File: src/rtl/dfx_rm_seq.sv
// rtl/dfx_rm_seq.sv - DFX reconfigurable-module shutdown/decouple/reset sequencer
module dfx_rm_seq #(
    parameter int TIMEOUT_CYC = 1024,
    parameter int RST_CYC     = 16,
    parameter int CNT_W       = 8
) (
    input  logic             clk100,
    input  logic             rstn,
    input  logic             pr_req_i,
    input  logic             in_shutdown_i,
    input  logic             clr_fault_i,
    output logic             request_shutdown_o,
    output logic             decouple_o,
    output logic             rm_rstn_o,
    output logic             fault_o,
    output logic [2:0]       state_o,
    output logic [CNT_W-1:0] reconf_cnt_o
);
    localparam int               TMR_W    = $clog2(TIMEOUT_CYC + 1);
    localparam logic [TMR_W-1:0] TMO_LAST = TMR_W'(TIMEOUT_CYC - 1);
    localparam logic [TMR_W-1:0] RST_LAST = TMR_W'(RST_CYC - 1);

    typedef enum logic [2:0] {
        S_IDLE  = 3'd0,
        S_SHDN  = 3'd1,
        S_DECPL = 3'd2,
        S_RMRST = 3'd3,
        S_REL   = 3'd4,
        S_FAULT = 3'd7
    } state_t;

    state_t           state;
    state_t           state_nx;
    logic [TMR_W-1:0] timer;
    logic             pr_q;
    logic             start;
    logic             cnt_inc;
    logic             req_nx;
    logic             dec_nx;
    logic             rstn_nx;
    logic             fault_nx;

    // Only a rising PR request level launches a sequence.
    assign start   = pr_req_i & ~pr_q;
    assign state_o = state;

    // Next-state decision; the timer is shared by the timeout and RM-reset windows.
    always_comb begin
        state_nx = state;
        cnt_inc  = 1'b0;
        case (state)
            S_IDLE: begin
                if (start) state_nx = S_SHDN;
            end
            S_SHDN: begin
                // A quiesce report on the last allowed cycle still counts as success.
                if (in_shutdown_i)          state_nx = S_DECPL;
                else if (timer == TMO_LAST) state_nx = S_FAULT;
            end
            S_DECPL: begin
                // Bitstream load may take arbitrarily long; wait for the request to drop.
                if (!pr_req_i) state_nx = S_RMRST;
            end
            S_RMRST: begin
                if (timer == RST_LAST) state_nx = S_REL;
            end
            S_REL: begin
                if (!in_shutdown_i) begin
                    state_nx = S_IDLE;
                    cnt_inc  = 1'b1;
                end else if (timer == TMO_LAST) begin
                    state_nx = S_FAULT;
                end
            end
            S_FAULT: begin
                // Clearing while a request is still active would immediately re-launch; refuse it.
                if (clr_fault_i && !pr_req_i) state_nx = S_IDLE;
            end
            default: state_nx = S_FAULT;
        endcase
    end

    // Output decode from the next state so registered outputs match the state they accompany.
    always_comb begin
        req_nx   = 1'b0;
        dec_nx   = 1'b0;
        rstn_nx  = 1'b1;
        fault_nx = 1'b0;
        case (state_nx)
            S_SHDN: begin
                req_nx = 1'b1;
            end
            S_DECPL: begin
                req_nx = 1'b1;
                dec_nx = 1'b1;
            end
            S_RMRST: begin
                req_nx  = 1'b1;
                dec_nx  = 1'b1;
                rstn_nx = 1'b0;
            end
            S_FAULT: begin
                req_nx   = 1'b1;
                dec_nx   = 1'b1;
                rstn_nx  = 1'b0;
                fault_nx = 1'b1;
            end
            default: begin
                req_nx = 1'b0;
            end
        endcase
    end

    // State, request edge history and the saturating dwell timer (cleared on every state change).
    always_ff @(posedge clk100 or negedge rstn) begin
        if (!rstn) begin
            state <= S_IDLE;
            pr_q  <= 1'b0;
            timer <= '0;
        end else begin
            state <= state_nx;
            pr_q  <= pr_req_i;
            if (state_nx != state)  timer <= '0;
            else if (timer != '1)   timer <= timer + TMR_W'(1);
        end
    end

    // Registered outputs and the completed-reconfiguration counter.
    always_ff @(posedge clk100 or negedge rstn) begin
        if (!rstn) begin
            request_shutdown_o <= 1'b0;
            decouple_o         <= 1'b0;
            rm_rstn_o          <= 1'b0;
            fault_o            <= 1'b0;
            reconf_cnt_o       <= '0;
        end else begin
            request_shutdown_o <= req_nx;
            decouple_o         <= dec_nx;
            rm_rstn_o          <= rstn_nx;
            fault_o            <= fault_nx;
            if (cnt_inc) reconf_cnt_o <= reconf_cnt_o + CNT_W'(1);
        end
    end

endmodule

File: config.mk
export PLATFORM = sky130hd
export DESIGN_NAME = dfx_rm_seq
export DESIGN_NICKNAME = d
export VERILOG_FILES = /design/src/rtl/dfx_rm_seq.sv
export SDC_FILE = /design/constraint.sdc
export NUM_CORES = 1
export LEC_CHECK = 0
export BUFFER_PORTS_ARGS = -buffer_cell sky130_fd_sc_hd__buf_2
export CORE_MARGIN = 1.5
export CORE_UTILIZATION = 32
export DETAILED_ROUTE_END_ITERATION = 7
export GPL_TIMING_DRIVEN = 0
export HOLD_SLACK_MARGIN = 0.02
export MAX_ROUTING_LAYER = met4
export SYNTH_ARGS = -nofsm -noshare
export SYNTH_HDL_FRONTEND = slang
export SYNTH_SLANG_ARGS = --single-unit
export TNS_END_PERCENT = 10
File: constraint.sdc
create_clock -name clk100 -period 3.3 [get_ports clk100]
set_input_delay 0.165 -clock clk100 [delete_from_list [all_inputs] [get_ports clk100]]
set_output_delay 0.165 -clock clk100 [all_outputs]
set_load 0.01 [all_outputs]
### After elaboration in Yosys (flattened, before gate mapping)

Index checks and enable logic that the tools add are counted.

* $add $sub $neg: 2
* equal/unequal tests: 13
* multiplexer cells: 16
* bitwise logic cells: 2
* reductions and logical operators: 7

Operators with widths (count)
* $mux W11: 2
* $mux W3: 7
* $pmux W3 S6: 1
* $eq A3 B2 Y1 const B: 4
* $add A11 B1 Y11 const B: 1
* $eq A11 B10 Y1 const B: 1
* $eq A11 B4 Y1 const B: 1
* $ne A11 B11 Y1 const B: 1
* $eq A3 B3 Y1 const B: 3
* $add A8 B1 Y8 const B: 1
* $eq A3 B1 Y1 const B: 2
* $mux W1: 6
* $reduce_or A4 Y1: 1
* $logic_not A3 Y1: 1
* $ne A3 B3 Y1: 1
* $reduce_or A3 Y1: 1
* $reduce_bool A2 Y1: 1
* $reduce_or A2 Y1: 1
* $and A1 B1 Y1: 1
* $logic_and A1 B1 Y1: 1
* $logic_not A1 Y1: 1
* $not A1 Y1: 1

* bits in registers: 27
* input port bits: 5
* output and inout port bits: 15
* logic and storage cells: 48

### Longest topological paths before layout

* depth in word-level cells: 7
* depth in mapped cells: 6
* gate-level depth less buffers: 6

### Worst setup path before layout

Ideal clock, no wire load.

* kind: flip-flop to flip-flop
* start point: register timer[0]
* end point: register timer[0]
* setup time: 0.122 ns
* arrival: 1.491 ns
* required time: 3.178 ns
* setup slack: 1.687 ns
* stages on the path, launching flop included: 7
* path buffers: 0
* period minus slack after synthesis: 1.613 ns
* cells stage by stage: dfrtp_1 ha_1 and4b_2 a31oi_1 a2111o_1 nand4_2 nor2_1

* word-level cells in the longest chain between the ends: 6
* elaborated cells on any way between the ends: 13
* classes of those cells: add/sub: 1; eq/ne: 4; mux: 7; reduce/logical: 1

Ends and longest elaborated chain
* start, declared: RTL line 34 `logic [TMR_W-1:0] timer;`
* start signal, assigned: RTL line 124 `else if (timer != '1) timer <= timer + TMR_W'(1);`
* $eq A11 B10 Y1: RTL line 58, 71
* $mux W3: RTL line 58, 71
* $mux W3, on equally long branches: RTL line 68, 57
* $pmux W3 S6: RTL line 51 `case (state)`
* $ne A3 B3 Y1: RTL line 123 `if (state_nx != state) timer <= '0;`
* $mux W11 / $reduce_bool A2 Y1 (equally long branches)

Several ways; a longest one is shown, not always the timed one. The select of a mux whose other input is x is not followed.
A chain may end at the register's enable or synchronous reset.

### Final worst setup path

* start point: register timer[0]
* end point: register timer[1]

Same word-level chain as after synthesis.

==> metrics.cfg <==
[place]
dp_hpwl_mm=2.15
port-buffer-count=19
dp_slack_ps=1470
place_congestion=0.843

[hold_path]
worstHoldPathType=input port to register

[clock_network]
cts_setup_buffers=0
clock_sinks=27
postCtsHoldBufs=1
cts_resized=0
ctsHtreeMaxLevel=1
root_buffer=clkbuf_8
insertion_delay_ps=270
clk_pin_slew_ps=90
cts_tree=built
clock_path_buffers=2
numCtsBuffers=3

[finish]
drive_gt1_share_pct=27.5
area_growth_pct=14.4
final_common_cell=dfrtp_1
diodes=0
final_cell_mix=27 x dfrtp_1, 20 x buf_2, 17 x nor2_1
nets=179

[sta]
setup_ws_ps=1460
grt_setup_unrepaired=no
timing.final.crit_period_ps=1840
fin_crit_sh_pct=55.9
setup_viol=0
drv_slew=0
hold_violations=0
fin_skew_ps=4.41
tightestPinTransition_ps=592
whs_ps=26.7
tns_ps=0
max_freq_mhz=542
slew_headroom_pct=60.5

[setup_path]
path_cells=ha_1 -> and4b_2 -> a31oi_1 -> a2111o_1 -> nand4_2 -> a21oi_1
required_ps=3500
critPathKind=register to register
cpPeakStageDelay_ps=430
endpoint_kind=register
crit_slowest_cell=dfrtp_1
startpoint_type=register
path_max_fanout=7
worstPathArrival_ps=2050

[synthesis]
synth_area_leaders=dfrtp_1 44%, xnor2_1 4.6%, nor2_1 4.2%
netlist-cell-type-count=51
synth_warnings=0
synth.largest_area_cell=dfrtp_1
synth_area_sq_um=1520
ys_seq_area_share_pct=44.4
ys_ff_latch=27
synthDominantCellAreaShare_pct=44.4
synthCells=147
synth.avg_cell_area_sq_um=10.4
synthesis.nets=154

[grt]
antenna_found_initial=0
grt_overflow_total=0
first_global_vias=1065
grt_max_degree=28
grt_usage_pct=12.3
grt_pass1_wl_mm=4.92

[pwr]
comb_power_share_pct=34.3
p_leak_nw=0.796
swShare_pct=36.4
clock_power_share_pct=20.9
sequentialPowerShare_pct=44.8
p_int_w=0.000582
p_sw_w=0.000334
power_density_nw_per_um2=526
ir_drop_uv=207

[die]
core_area_sq_um=4470
die-area_sq_um=5180
die_x_um=72.0
die_y_um=72.0
rows=24
start_util_pct=34.0
ioPinCount=20

[drt]
drc=0
vias=1168
antenna_left=0
wire_per_inst_um=13.4
routed_wl_mm=2.98
viasPerCell=5.24
first_iter_violations=59
dr.pass1.iters=4

[run]
cap_violations=0

[status]
outcome=finished clean

-- power by group through the flow --
stage / sequential [W] / clock [W] / combinational, W
final: 0.000410 / 0.000192 / 0.000314
after global routing: 0.000418 / 0.000210 / 0.000348
after CTS: 0.000411 / 0.000202 / 0.000318
after detailed placement: 0.000417 / 0 / 0.000316
after global placement: 0.000417 / 0 / 0.000315
after floorplan: 0.000421 / 0 / 0.000222
-- metrics by stage --
stage                     std cells  util [%]  instance area [sq um]  total power [W]
after global placement          218      37.6                   1680         0.000732
after detailed placement        218      37.6                   1680         0.000733
after CTS                       223      38.9                   1740         0.000931
after floorplan                 147         -                   1520         0.000644
after global routing            223      38.9                   1740         0.000977
final                           223      38.9                   1740         0.000916
-- per-layer routing --
layer / vias to the layer above / part of all wire [%] / global-route usage, %
met4: 0 / 0.70 / 3.14
met3: 2 / 2.4 / 2.92
met1: 564 / 51 / 15.5
met5: - / 0 / -
li1: 585 / - / -
met2: 17 / 46 / 20.1
-- cells by family after synthesis --
logic type                 synth area share (%)
and+or+nand+nor                            28.7
DFF                                        44.4
AOI/OAI and AO/OA                          10.9
xor gates and xnor gates                   8.63
buffers and inverters                      3.70
muxes                                      2.05
adders and majority gates                  1.64
-- state kept, by name, indices dropped and copies added, names as in the netlist --
register	count
timer	11
reconf_cnt_o	8
state_o	3
decouple_o	1
fault_o	1
pr_q	1
request_shutdown_o	1
rm_rstn_o	1
-- synth_stat cells (all sizes together) --
cell and count:
dfrtp 27, nor2 18, nand2 12, nand4 10, nand3 9, xnor2 8
xor2 7, o21ai 5, a21oi 4, a31oi 4, and3 4, buf 4
a31o 2, and4 2, ha 2, inv 2, mux2i 2, nand2b 2
nor3 2, nor4 2, nor4b 2, o211ai 2, a2111o 1, a211oi 1
a41oi 1, and2 1, and2b 1, and4b 1, clkbuf 1, mux2 1
nand3b 1, nor2b 1, nor4bb 1, o21a 1, o221a 1, o311ai 1
or2 1
-- area by class of cell --
class                   instances  area, sq um
clock inverters                 1         7.51
repair buffers                 20          105
inverters                       2         7.51
fillers                       457         2730
multi-input cells             113          791
clock buffers                   3         41.3
plain buffers                   5         48.8
well taps                      52         65.1
flip-flops and latches         27          676
-- worst max-delay path, delay by kind of cell (launching register included) --
kind            cells  cell delay, ps
compound gates      3             570
simple gates        2             500
flops               1             430
fa+ha+maj           1             280
-- path summary, 6_finish.rpt --
check / from / to / slack (ps) / cells after the start
max: timer[0] / timer[1] / 1460 / 6
min: pr_req_i / pr_q / 30 / 1
max reg2reg: timer[0] / timer[1] / 1460 / 6
min reg2reg: reconf_cnt_o[7] / reconf_cnt_o[7] / 470 / 1
max in group asynchronous: rstn / pr_q / 2490 / 2
min in group asynchronous: rstn / reconf_cnt_o[3] / 420 / 2
(Power assumes the default switching activity.)
